--- src/rtl/hydration_pkg.sv ---
`default_nettype none
// ============================================================================
//  Module      : hydration_pkg
//  Description : Shared types and constants for the hydration reminder
//                scheduler and its target decoder.
//  Revision    : 1.0  initial release
// ============================================================================
package hydration_pkg;

   typedef enum logic [1:0] {
      IDLE   = 2'd0,
      ALERT  = 2'd1,
      SNOOZE = 2'd2
   } state_t;

   typedef logic [3:0] bcd_t;

   localparam int HOURS_PER_DAY = 24;

   // A BCD digit is legal only in the range 0..9
   function automatic logic bcd_ok(input bcd_t d);
      return (d <= 4'd9);
   endfunction

endpackage
`default_nettype wire

--- src/rtl/hydration_target.sv ---
`default_nettype none
// ============================================================================
//  Module      : hydration_target
//  Description : Decodes the BCD time of day into an hour and produces the
//                saturating hydration target level for that hour. Any
//                malformed time yields a zero target.
//  Revision    : 1.0  initial release
// ============================================================================
module hydration_target
   import hydration_pkg::*;
#(
   parameter int WAKE_HOUR = 8,
   parameter int MAX_LEVEL = 15
) (
   input  logic [3:0] i_h_msd,
   input  logic [3:0] i_h_lsd,
   input  logic [3:0] i_m_msd,
   input  logic [3:0] i_m_lsd,
   input  logic [3:0] i_s_msd,
   input  logic [3:0] i_s_lsd,
   output logic [3:0] o_target
);

   localparam logic [4:0] C_WAKE  = 5'(WAKE_HOUR);
   localparam logic [4:0] C_MAX   = 5'(MAX_LEVEL);
   localparam logic [7:0] C_HOURS = 8'(HOURS_PER_DAY);

   logic [7:0] w_hour;
   logic       w_valid;
   logic [4:0] w_span;
   logic [4:0] w_target;

   // Hour is formed at 8 bits so an out-of-range tens digit cannot alias
   assign w_hour  = ({4'd0, i_h_msd} * 8'd10) + {4'd0, i_h_lsd};

   assign w_valid = bcd_ok(i_h_msd) && bcd_ok(i_h_lsd) &&
                    bcd_ok(i_m_msd) && bcd_ok(i_m_lsd) &&
                    bcd_ok(i_s_msd) && bcd_ok(i_s_lsd) &&
                    (i_h_msd <= 4'd2) && (w_hour < C_HOURS);

   // Target grows by one level per waking hour, clipped at the top of scale
   always_comb begin
      w_span   = w_hour[4:0] - C_WAKE + 5'd1;
      w_target = 5'd0;
      if (w_valid && (w_hour[4:0] >= C_WAKE)) begin
         w_target = (w_span > C_MAX) ? C_MAX : w_span;
      end
   end

   assign o_target = w_target[3:0];

endmodule
`default_nettype wire

--- src/rtl/hydration_scheduler.sv ---
`default_nettype none
// ============================================================================
//  Module      : hydration_scheduler
//  Description : Per-second hydration check. Raises a blinking reminder on a
//                water deficit, handles acknowledge/snooze and keeps a
//                saturating per-day count of missed reminders.
//  Revision    : 1.0  initial release
// ============================================================================
module hydration_scheduler
   import hydration_pkg::*;
#(
   parameter int WAKE_HOUR     = 8,
   parameter int MAX_LEVEL     = 15,
   parameter int SNOOZE_TICKS  = 300,
   parameter int ALERT_TIMEOUT = 60
) (
   input  logic       clk,
   input  logic       resetN,
   input  logic       tick,
   input  logic [3:0] hMSD,
   input  logic [3:0] hLSD,
   input  logic [3:0] mMSD,
   input  logic [3:0] mLSD,
   input  logic [3:0] sMSD,
   input  logic [3:0] sLSD,
   input  logic [3:0] waterLevel,
   input  logic       ack,
   output logic       remind,
   output logic       blink,
   output logic       snoozeActive,
   output logic [3:0] missedCount
);

   localparam logic [15:0] C_SNOOZE_LOAD = 16'(SNOOZE_TICKS);
   localparam logic [15:0] C_ALERT_LAST  = 16'(ALERT_TIMEOUT - 1);

   state_t      r_state;
   state_t      w_state_nxt;
   logic [15:0] r_alert_cnt;
   logic [15:0] w_alert_cnt_nxt;
   logic [15:0] r_snooze_cnt;
   logic [15:0] w_snooze_cnt_nxt;
   logic        r_blink;
   logic        w_blink_nxt;
   logic [3:0]  r_missed;
   logic [3:0]  w_missed_nxt;
   logic        r_ack_prev;
   logic        r_remind;
   logic        r_snooze_act;

   logic [3:0]  w_target;
   logic        w_deficit;
   logic        w_ack_rise;
   logic        w_rollover;

   hydration_target #(
      .WAKE_HOUR (WAKE_HOUR),
      .MAX_LEVEL (MAX_LEVEL)
   ) u_target (
      .i_h_msd  (hMSD),
      .i_h_lsd  (hLSD),
      .i_m_msd  (mMSD),
      .i_m_lsd  (mLSD),
      .i_s_msd  (sMSD),
      .i_s_lsd  (sLSD),
      .o_target (w_target)
   );

   assign w_deficit  = (w_target > waterLevel);
   assign w_ack_rise = ack & ~r_ack_prev;
   assign w_rollover = tick && (hMSD == 4'd0) && (hLSD == 4'd0) &&
                       (mMSD == 4'd0) && (mLSD == 4'd0) &&
                       (sMSD == 4'd0) && (sLSD == 4'd0);

   // Next-state and counter update; midnight overrides everything, then
   // deficit clear, acknowledge, timeout and plain counting in that order
   always_comb begin
      w_state_nxt      = r_state;
      w_alert_cnt_nxt  = r_alert_cnt;
      w_snooze_cnt_nxt = r_snooze_cnt;
      w_blink_nxt      = r_blink;
      w_missed_nxt     = r_missed;

      if (w_rollover) begin
         w_state_nxt  = IDLE;
         w_blink_nxt  = 1'b0;
         w_missed_nxt = 4'd0;
      end else begin
         case (r_state)
            IDLE: begin
               if (tick && w_deficit) begin
                  w_state_nxt     = ALERT;
                  w_alert_cnt_nxt = 16'd0;
                  w_blink_nxt     = 1'b1;
               end
            end
            ALERT: begin
               if (tick && !w_deficit) begin
                  w_state_nxt = IDLE;
                  w_blink_nxt = 1'b0;
               end else if (w_ack_rise) begin
                  w_state_nxt      = SNOOZE;
                  w_snooze_cnt_nxt = C_SNOOZE_LOAD;
                  w_blink_nxt      = 1'b0;
               end else if (tick && (r_alert_cnt == C_ALERT_LAST)) begin
                  w_state_nxt      = SNOOZE;
                  w_snooze_cnt_nxt = C_SNOOZE_LOAD;
                  w_blink_nxt      = 1'b0;
                  w_missed_nxt     = (r_missed == 4'hF) ? r_missed : r_missed + 4'd1;
               end else if (tick) begin
                  w_alert_cnt_nxt = r_alert_cnt + 16'd1;
                  w_blink_nxt     = ~r_blink;
               end
            end
            SNOOZE: begin
               if (tick && (!w_deficit || (r_snooze_cnt == 16'd1))) begin
                  w_state_nxt = IDLE;
               end else if (tick) begin
                  w_snooze_cnt_nxt = r_snooze_cnt - 16'd1;
               end
            end
            default: begin
               w_state_nxt = IDLE;
               w_blink_nxt = 1'b0;
            end
         endcase
      end
   end

   // State, counters and registered outputs
   always_ff @(posedge clk or negedge resetN) begin
      if (!resetN) begin
         r_state      <= IDLE;
         r_alert_cnt  <= 16'd0;
         r_snooze_cnt <= 16'd0;
         r_blink      <= 1'b0;
         r_missed     <= 4'd0;
         r_ack_prev   <= 1'b0;
         r_remind     <= 1'b0;
         r_snooze_act <= 1'b0;
      end else begin
         r_state      <= w_state_nxt;
         r_alert_cnt  <= w_alert_cnt_nxt;
         r_snooze_cnt <= w_snooze_cnt_nxt;
         r_blink      <= w_blink_nxt;
         r_missed     <= w_missed_nxt;
         r_ack_prev   <= ack;
         r_remind     <= (w_state_nxt == ALERT);
         r_snooze_act <= (w_state_nxt == SNOOZE);
      end
   end

   assign remind       = r_remind;
   assign blink        = r_blink;
   assign snoozeActive = r_snooze_act;
   assign missedCount  = r_missed;

endmodule
`default_nettype wire

--- config.mk ---
export PLATFORM = sky130hd
export DESIGN_NAME = hydration_scheduler
export DESIGN_NICKNAME = d
export VERILOG_FILES = /design/src/rtl/hydration_pkg.sv /design/src/rtl/hydration_target.sv /design/src/rtl/hydration_scheduler.sv
export SDC_FILE = /design/constraint.sdc
export NUM_CORES = 1
export LEC_CHECK = 0
export CELL_PAD_IN_SITES_DETAIL_PLACEMENT = 1
export CELL_PAD_IN_SITES_GLOBAL_PLACEMENT = 1
export CORE_ASPECT_RATIO = 0.8
export CORE_UTILIZATION = 37
export DETAILED_ROUTE_END_ITERATION = 7
export PLACE_DENSITY = 0.75
export SLEW_MARGIN = 20
export SYNTH_ARGS = -nofsm -noshare
export SYNTH_HDL_FRONTEND = slang
export SYNTH_SLANG_ARGS = --single-unit
--- constraint.sdc ---
create_clock -name clk -period 2.4 [get_ports clk]
set_input_delay 0.24 -clock clk [delete_from_list [all_inputs] [get_ports clk]]
set_output_delay 0.24 -clock clk [all_outputs]
set_load 0.01 [all_outputs]
== Word level (Yosys, flattened, before mapping) ==
Cells that the tools add are included.

* Memories: 0
* Output and inout bits: 7
* Bits in latches: 0
* Input port bits: 32
* RAM bits: 0
* Memory bits (read-only): 0
* Word-level logic and storage cells: 120
* Flip-flop bits (word level): 42

* Shift-type cells: 0
* Add/subtract/negate cells: 6
* Reduce and logical (&&, ||, !) cells: 35
* Divide/modulo/power cells: 0
* Multiplexer cells: 34
* $lt $le $gt $ge: 11
* Bitwise logic cells: 4
* Multipliers: 1
* Eq/ne operators: 21

{| class="wikitable"
|+ Operators by type and width
! kind !! number
|-
| $mux W16 || 10
|-
| $pmux W16 S2 || 2
|-
| $mux W4 || 8
|-
| $le A4 B4 Y1 const B || 6
|-
| $logic_not A4 Y1 || 6
|-
| $ne A2 B2 Y1 const B || 10
|-
| $logic_and A1 B1 Y1 || 18
|-
| $add A16 B1 Y16 const B || 1
|-
| $eq A16 B1 Y1 const B || 1
|-
| $eq A16 B6 Y1 const B || 1
|-
| $sub A16 B1 Y16 const B || 1
|-
| $mux W2 || 6
|-
| $add A8 B4 Y8 || 1
|-
| $lt A8 B5 Y1 const B || 1
|-
| $reduce_bool A2 Y1 || 4
|-
| $mul A4 B3 Y7 const B || 1
|-
| $reduce_and A7 Y1 || 1
|-
| $mux W1 || 6
|-
| $ne A3 B3 Y1 const B || 2
|-
| $ne A6 B6 Y1 const B || 1
|-
| $pmux W2 S3 || 1
|-
| $reduce_and A6 Y1 || 1
|-
| $add A5 B1 Y5 const B || 1
|-
| $ge A5 B4 Y1 const B || 1
|-
| other kinds (17) || 21
|}

== Depth between registers and ports, before layout ==
Gate-level depths: netlist of run 1.

* Depth in word-level cells: 18
* Mapped depth: 17
* Depth with buffers taken out: 16

== Cells and area by module ==
From an unflattened synthesis of run 1, not the netlist that was laid out.

* Cell total of the unflattened synthesis: 329
* Area, all modules: 2891.5 um^2

{| class="wikitable"
|+ By module, submodules not included
! module !! seq. area each (um^2) !! cells an instance !! times used !! area an instance (um^2)
|-
| hydration_scheduler || 1051.0 || 275 || 1 || 2477.4
|-
| hydration_target || 0.0 || 54 || 1 || 414.1
|}

== Worst setup path after synthesis of run 1 ==
OpenSTA, ideal clock, no wires.

* Kind: input to register
* From: input hMSD[1]
* To: register r_alert_cnt[10]
* Buffers on the path: 1
* Setup slack: -1.787 ns
* Setup time: 0.078 ns
* Required time: 2.322 ns
* Stages on the path: 16
* Arrival: 4.110 ns
* Path through: ha_1 -> ha_1 -> inv_1 -> fa_1 -> nand4b_1 -> nor3_1 -> a21oi_1 -> or4_1 -> nor3_1 -> ha_1 -> and4_1 -> a2111oi_2 -> o211ai_1 -> clkbuf_1 -> or3_1 -> a21oi_1

* Longest elaborated chain between the ends: 15
* Elaborated cells between the ends (all ways): 34
* Those cells by class: 3 x add/sub; 1 x mul; 6 x order compare; 2 x eq/ne; 2 x mux; 1 x bitwise; 19 x reduce/logical

{| class="wikitable"
|+ Ends and longest elaborated chain
! what !! RTL line !! source
|-
| start: declaration || hydration_scheduler.sv:20 || <nowiki>input logic [3:0] hMSD,</nowiki>
|-
| branches (longest 14 deep; another with $add A8 B4 Y8) || - ||
|-
| $reduce_and A7 Y1 (no source line) (*) || - ||
|-
| end signal: assignment || hydration_scheduler.sv:143 || <nowiki>r_alert_cnt <= w_alert_cnt_nxt;</nowiki>
|-
| end: declaration || hydration_scheduler.sv:39 || <nowiki>logic [15:0] r_alert_cnt;</nowiki>
|}

Every way passes the cells marked *.
A chain may end at the register's enable or synchronous reset.

== Final worst setup path of run 1 ==
* From: input hMSD[1]
* To: register r_alert_cnt[15]

The elaborated chain is that of the path after synthesis.

==> impl_metrics.py, run 1 <==
metrics = {
    "floorplanning": {
        "core_sq_um": 7390,
        "die_w_microns": 99.5,
        "die_y_microns": 80.0,
        "num_io_pins": 39,
        "start_util": 0.381,
        "dieArea_sq_um": 7970,
        "rows": 28,
    },
    "placed_design": {
        "gp_congestion": 0.825,
        "dp_hpwl_microns": 6680,
        "port_buffers": 38,
    },
    "pwr": {
        "p_int_mw": 1.45,
        "power_frac_comb": 0.315,
        "p_total_mw": 2.19,
        "seqPwrFrac": 0.412,
        "clock_power_share": 0.273,
        "power_density_nw_per_um2": 497,
        "ir_drop_mv": 0.533,
        "power_switching_mw": 0.739,
        "p_leak_nw": 1.86,
        "swShare": 0.337,
    },
    "sta": {
        "fmax_mhz": 258,
        "finClkSkew_ps": 9.49,
        "setup_viol": 41,
        "timing.final.crit_share": 1.62,
        "relSlewSlack": 0.343,
        "slew_viol_final": 0,
        "worst_pin_slew_ps": 985,
        "hold_ws_ps": 88.0,
        "final.setup.worst_slack_ps": -1480,
        "setup_tns_ps": -53190,
        "rsz0062_at_grt": "yes",
        "fin_crit_ps": 3880,
        "hold_violations": 0,
    },
    "cts": {
        "cts_tree": "built",
        "clkSinkCount": 42,
        "cts_buffers": 5,
        "cts_buffer_depth": 2,
        "worstSkewPairLatency_ps": 300,
        "htree_levels": 2,
        "path_clk_slew_ps": 90,
        "cts-root-buf": "clkbuf_8",
    },
    "finish": {
        "layout-area-overhead-vs-synth_pct": 56.6,
        "drive_above_1_share": 0.353,
        "layout_commonest_cell": "buf_4",
        "mostFrequentLayoutCells": "49 x buf_4, 42 x dfrtp_1, 32 x nor2_1, 31 x clkdlybuf4s50_1, 25 x nand2_1",
        "fin_util": 0.597,
        "nets": 480,
        "diodes": 0,
    },
    "setup_path": {
        "r2r_end": "r_alert_cnt[0]",
        "startpoint_type": "input pin",
        "end_kind": "register",
        "arrival_ps": 4110,
        "path_buf_inv": 4,
        "cp-endpoint": "r_alert_cnt[15]",
        "startpoint": "hMSD[1]",
        "slowest_delay_ps": 480,
        "r2r_start": "r_alert_cnt[0]",
        "cp_max_fo": 5,
        "r2r.worst_path.cells": 9,
        "critical_path_class": "input pin to register",
        "regToRegSetupSlack_ps": -50,
        "crit_slowest_cell": "fa_1",
        "cp.depth": 19,
        "path_cells": "buf_8 > ha_4 > ha_4 > inv_2 > fa_1 > nand4b_1 > nor3_1 > a21oi_1 > or4_4 > a21o_1 > ha_2 > nor2b_4 > o211ai_1 > buf_4 > a2111oi_4 > buf_4 > o2111ai_4 > or3_4 > a21oi_2",
        "critPathTopFamily": "simple AND/OR/NAND/NOR gates",
        "worstPathRequired_ps": 2630,
    },
    "yosys": {
        "ys.flop_type": "dfrtp_1",
        "synth_top_area_share": 0.373,
        "synth_area_leaders": "dfrtp_1 37%, ha_1 7.1%, o21ai_0 6.9%",
        "synth_nets": 380,
        "netlist_instances": 330,
        "synth-seq-cells": 42,
        "ys_seq_area_frac": 0.373,
        "async_flop_share": 1.00,
        "yosys_warnings": 0,
        "synth_cell_types": 44,
        "synth_top_area_cell": "dfrtp_1",
        "syn-mean-instance-area_sq_um": 8.53,
        "synth_edf_count": 0,
        "synthesis.area_sq_um": 2820,
    },
    "detailed_routing": {
        "drtPass1Iterations": 4,
        "avgViaCountPerCell": 5.75,
        "drt.antenna.violating_nets": 0,
        "drtIter0Drc": 148,
        "dr_total_vias": 3075,
        "drc_errors": 0,
        "wl_per_cell_microns": 20.8,
        "drt-total-wl_microns": 11100,
    },
    "grt": {
        "track_usage": 0.266,
        "overflow": 0,
        "grt_pass1_wl_microns": 16500,
        "grt_antenna_before_repair": 0,
        "grt_max_degree": 43,
        "grt_pass1_vias": 3293,
    },
    "run_status": {
        "status": "finished, violations left",
        "failed_checks": "negative setup slack",
    },
    "worst_hold_path": {
        "hold_class": "input pin to async pin",
    },
    "job": {
        "maxCapViolCount": 0,
    },
}
==> worst min-delay path by stage <==
stage | depth (start not counted) | slack [ps] | start | end
global placement | 1 | 450 | resetN | r_alert_cnt[8]
global route | 1 | 160 | resetN | r_alert_cnt[11]
CTS | 1 | 120 | resetN | r_alert_cnt[5]
floorplan | 0 | -60 | resetN | blink
detailed placement | 1 | 450 | resetN | r_alert_cnt[10]
finish | 1 | 90 | resetN | r_alert_cnt[8]
==> sequential cells by signal (all words and copies together), names as in the netlist <==
register	count
r_alert_cnt	16
r_snooze_cnt	16
missedCount	4
r_state	2
blink	1
r_ack_prev	1
remind	1
snoozeActive	1
==> Yosys cell counts, drive strengths merged, types with 2 or more instances <==
master / n
o21ai: 39
nor4: 7
nand2: 30
ha: 16
and2: 3
nand4b: 2
a21o: 4
fa: 2
inv: 11
nor2b: 5
or4: 2
clkbuf: 6
xor2: 4
a21oi: 23
or3: 13
or2: 2
nor3: 13
xnor2: 5
nand3: 18
nor2: 32
and3: 13
o2111ai: 2
nor4b: 3
dfrtp: 42
nand4: 3
a211oi: 2
a211o: 2
nand2b: 4
o31ai: 6
buf: 5
o211ai: 3
==> layer usage <==
metal / part of all wire / GRT usage / vias to the layer above
li1: - / - / 1408
met1: 0.42 / 0.324 / 1540
met2: 0.51 / 0.490 / 94
met3: 0.037 / 0.0385 / 33
met4: 0.031 / 0.0750 / 0
met5: 0 / 0 / -
==> cell type report <==
type                    count  area, sq um
clock inverters             1         30.0
well taps                 105          131
flip-flops and latches     42         1050
multi-input cells         267         2100
repair buffers            103          975
clock buffers               6         82.6
fillers                   806         2980
inverters                  11         41.3
==> power by group through the flow <==
stage | Combinational (mW) | Sequential [mW] | Clock [mW]
5_1_grt | 0.749 | 0.914 | 0.631
3_3_place_gp | 0.506 | 0.881 | 0
4_1_cts | 0.625 | 0.892 | 0.605
2_1_floorplan | 0.283 | 0.866 | 0
3_5_place_dp | 0.531 | 0.887 | 0
6_report | 0.690 | 0.903 | 0.598
==> worst reg2reg max path, cell delays in order, from the launching register on <==
cell	delay, ps
dfrtp_1	460
ha_1	250
nor2b_1	230
nand2_1	190
o2111a_1	370
o211ai_1	280
buf_4	230
buf_8	140
nor3_4	40
a21o_1	160
==> stage by stage <==
| stage | setup WS (ps) | instances | area (sq um) |
|---|---|---|---|
| 6_report | -1480 | 535 | 4410 |
| 5_1_grt | -1590 | 535 | 4410 |
| 4_1_cts | -1430 | 526 | 4140 |
| 3_5_place_dp | -2160 | 509 | 3710 |
| 3_3_place_gp | -2000 | 509 | 3710 |
| 2_1_floorplan | -1400 | 330 | 2870 |
==> what timing repair did <==
action / in CTS / in global routing
resized for setup: 98 / 46
gates cloned: 2 / 3
setup endpoints to repair: 41 / 41
pin swaps: 32 / 24
hold endpoints to repair: 0 / 0
buffers inserted: 8 / 9
hold buffers: 0 / 0
==> cells by family after synthesis <==
kind of cell | after synthesis | share of synthesized area
xor gates and xnor gates | 9 | 0.0280
and+or+nand+nor | 151 | 0.277
AOI/OAI and AO/OA | 88 | 0.201
buffers and inverters | 22 | 0.0351
DFF | 42 | 0.373
adders and majority gates | 18 | 0.0853
No activity file was read; power rests on OpenSTA's default activity.
==> run 2: changes to the inputs <==
--- a/config.mk
+++ b/config.mk
@@ -10,6 +10,7 @@
 export CORE_ASPECT_RATIO = 0.8
 export CORE_UTILIZATION = 37
 export DETAILED_ROUTE_END_ITERATION = 7
+export MAX_ROUTING_LAYER = met4
 export PLACE_DENSITY = 0.75
 export SLEW_MARGIN = 20
 export SYNTH_ARGS = -nofsm -noshare
==> run 2 against run 1 <==
  * The flow still finishes with violations (negative setup slack)
  * Final cell count is the same
  * Utilization stayed put
  * Sequential share of layout area unchanged
  * Sequential cell count did not move
  * Via count is essentially flat
  * Clock power barely moved
  * Fmax decreased by 0.45%
  * Die area unchanged
  * Clock-buffer cell count is the same
  * Cell area is the same
  * Wire length up 0.78%
  * Worst setup slack worse by 18 ps
  * Largest power group unchanged
==> impl_metrics.py, run 2 (same netlist as run 1, synthesis figures left out) <==
metrics = {
    "finish": {
        "diodes": 0,
        "multi_input_area_sq_um": 2100,
        "design_area_sq_um": 4410,
        "fin_util": 0.597,
        "layout_commonest_cell": "buf_4",
        "mostFrequentLayoutCells": "49 x buf_4, 42 x dfrtp_1, 32 x nor2_1, 31 x clkdlybuf4s50_1, 25 x nand2_1",
        "nets": 480,
        "drive_above_1_share": 0.353,
        "layout-area-overhead-vs-synth_pct": 56.6,
        "fillers": 806,
        "register_area_sq_um": 1050,
    },
    "job": {
        "maxCapViolCount": 0,
    },
    "detailed_routing": {
        "drt.antenna.violating_nets": 0,
        "wl_per_cell_microns": 20.9,
        "drtIter0Drc": 166,
        "drc_errors": 0,
        "drtPass1Iterations": 4,
        "drt-total-wl_microns": 11200,
        "avgViaCountPerCell": 5.75,
        "dr_total_vias": 3074,
    },
    "grt": {
        "grt_pass1_vias": 3290,
        "track_usage": 0.274,
        "grt_max_degree": 43,
        "grt_pass1_wl_microns": 16500,
        "grt_antenna_before_repair": 0,
        "overflow": 0,
    },
    "cts": {
        "path_clk_slew_ps": 80,
        "cts_buffer_depth": 2,
        "clkSinkCount": 42,
        "worstSkewPairLatency_ps": 310,
        "cts_tree": "built",
        "hold_buffers": 0,
        "cts-root-buf": "clkbuf_8",
        "cts_buffers": 5,
        "htree_levels": 2,
    },
    "placed_design": {
        "dp_hpwl_microns": 6680,
        "port_buffers": 38,
        "placed_area_sq_um": 3710,
        "gp_congestion": 0.837,
        "place_ws_ps": -2160,
    },
    "floorplanning": {
        "core_sq_um": 7390,
        "dieArea_sq_um": 7970,
        "die_w_microns": 99.5,
        "num_io_pins": 39,
        "die_y_microns": 80.0,
        "start_util": 0.381,
        "rows": 28,
    },
    "setup_path": {
        "crit_slowest_cell": "fa_1",
        "end_kind": "register",
        "startpoint_type": "input pin",
        "cp_max_fo": 5,
        "critical_path_class": "input pin to register",
        "path_buf_inv": 4,
        "slowest_delay_ps": 480,
        "critPathTopFamily": "simple AND/OR/NAND/NOR gates",
        "r2r_end": "r_alert_cnt[0]",
        "r2r_start": "r_alert_cnt[0]",
        "regToRegSetupSlack_ps": -50,
        "path_cells": "buf_8 > ha_4 > ha_4 > inv_2 > fa_1 > nand4b_1 > nor3_1 > a21oi_1 > or4_4 > a21o_1 > ha_2 > nor2b_4 > o211ai_1 > buf_4 > a2111oi_4 > buf_4 > o2111ai_4 > or3_4 > a21oi_2",
        "worstPathRequired_ps": 2630,
        "r2r.worst_path.cells": 9,
        "arrival_ps": 4120,
    },
    "pwr": {
        "p_total_mw": 2.20,
        "power_density_nw_per_um2": 498,
        "ir_drop_mv": 0.532,
        "p_leak_nw": 1.86,
    },
    "sta": {
        "finClkSkew_ps": 10.1,
        "timing.final.crit_share": 1.62,
        "relSlewSlack": 0.350,
        "fmax_mhz": 257,
        "setup_viol": 41,
        "hold_violations": 0,
        "slew_viol_final": 0,
        "fin_crit_ps": 3900,
        "worst_pin_slew_ps": 975,
        "final.setup.worst_slack_ps": -1500,
        "rsz0062_at_grt": "yes",
    },
    "run_status": {
        "failed_checks": "negative setup slack",
        "status": "finished, violations left",
    },
    "worst_hold_path": {
        "hold_class": "input pin to async pin",
    },
}
run 2: cell counts in the layout (fill, tap and decap cells not counted):
No cell type changed its count.
run 2: worst register-to-register path: stages (launching register included):
cell	delay, ps
dfrtp_1	460
ha_1	260
nor2b_1	220
nand2_1	190
o2111a_1	380
o211ai_1	280
buf_4	230
buf_8	150
nor3_4	40
a21o_1	160
run 2: worst max-delay path by stage:
| stage | startpoint | slack, ps | to | depth (start not counted) |
|---|---|---|---|---|
| 3_5_place_dp | hMSD[1] | -2160 | r_alert_cnt[13] | 18 |
| 5_1_grt | hMSD[1] | -1580 | r_alert_cnt[15] | 19 |
| 3_3_place_gp | hMSD[3] | -2000 | r_alert_cnt[15] | 18 |
| 4_1_cts | hMSD[1] | -1430 | r_alert_cnt[15] | 19 |
| 6_report | hMSD[1] | -1500 | r_alert_cnt[15] | 19 |
| 2_1_floorplan | hMSD[3] | -1400 | r_snooze_cnt[13] | 16 |
run 2: per-layer routing:
| layer | track usage | part of all wire |
|---|---|---|
| met5 | - | 0 |
| met2 | 0.490 | 0.52 |
| met1 | 0.326 | 0.42 |
| met3 | 0.0359 | 0.033 |
| met4 | 0.0750 | 0.027 |
run 2: final cells by class:
class | instances | share of cell area
Clock inverter | 1 | 0.00681
Sequential cell | 42 | 0.238
Tap cell | 105 | 0.0298
Clock buffer | 6 | 0.0187
Timing Repair Buffer | 103 | 0.221
Multi-Input combinational cell | 267 | 0.476
Inverter | 11 | 0.00936
run 2: per-stage QoR:
| stage | hold slack, ps | std cells | setup TNS (ps) |
|---|---|---|---|
| 2_1_floorplan | -55.6 | 330 | -50920 |
| 3_3_place_gp | 449 | 509 | -77100 |
| 3_5_place_dp | 446 | 509 | -83090 |
| 4_1_cts | 115 | 526 | -52780 |
| 5_1_grt | 160 | 535 | -58390 |
| 6_report | 79.3 | 535 | -53240 |
run 2: power by group:
group,total [mW],internal (mW),switching [mW]
clock network,0.599,0.333,0.266
logic,0.692,0.338,0.355
registers,0.904,0.782,0.123
run 2: what timing repair did:
item                                    in CTS  in global routing
endpoints found under the setup margin      41                 41
cloned                                       2                  3
endpoints found under the hold margin        0                  0
pin swaps                                   32                 24
setup buffers                                8                  9
resized for setup                           98                 46
==> run 3: changes to the inputs <==
--- a/config.mk
+++ b/config.mk
@@ -9,6 +9,7 @@
 export CELL_PAD_IN_SITES_GLOBAL_PLACEMENT = 1
 export CORE_ASPECT_RATIO = 0.8
 export CORE_UTILIZATION = 37
+export CTS_CLUSTER_DIAMETER = 40
 export DETAILED_ROUTE_END_ITERATION = 7
 export MAX_ROUTING_LAYER = met4
 export PLACE_DENSITY = 0.75
==> results of run 3 <==
The final DEF is identical to that of run 2; final timing and power are the same.
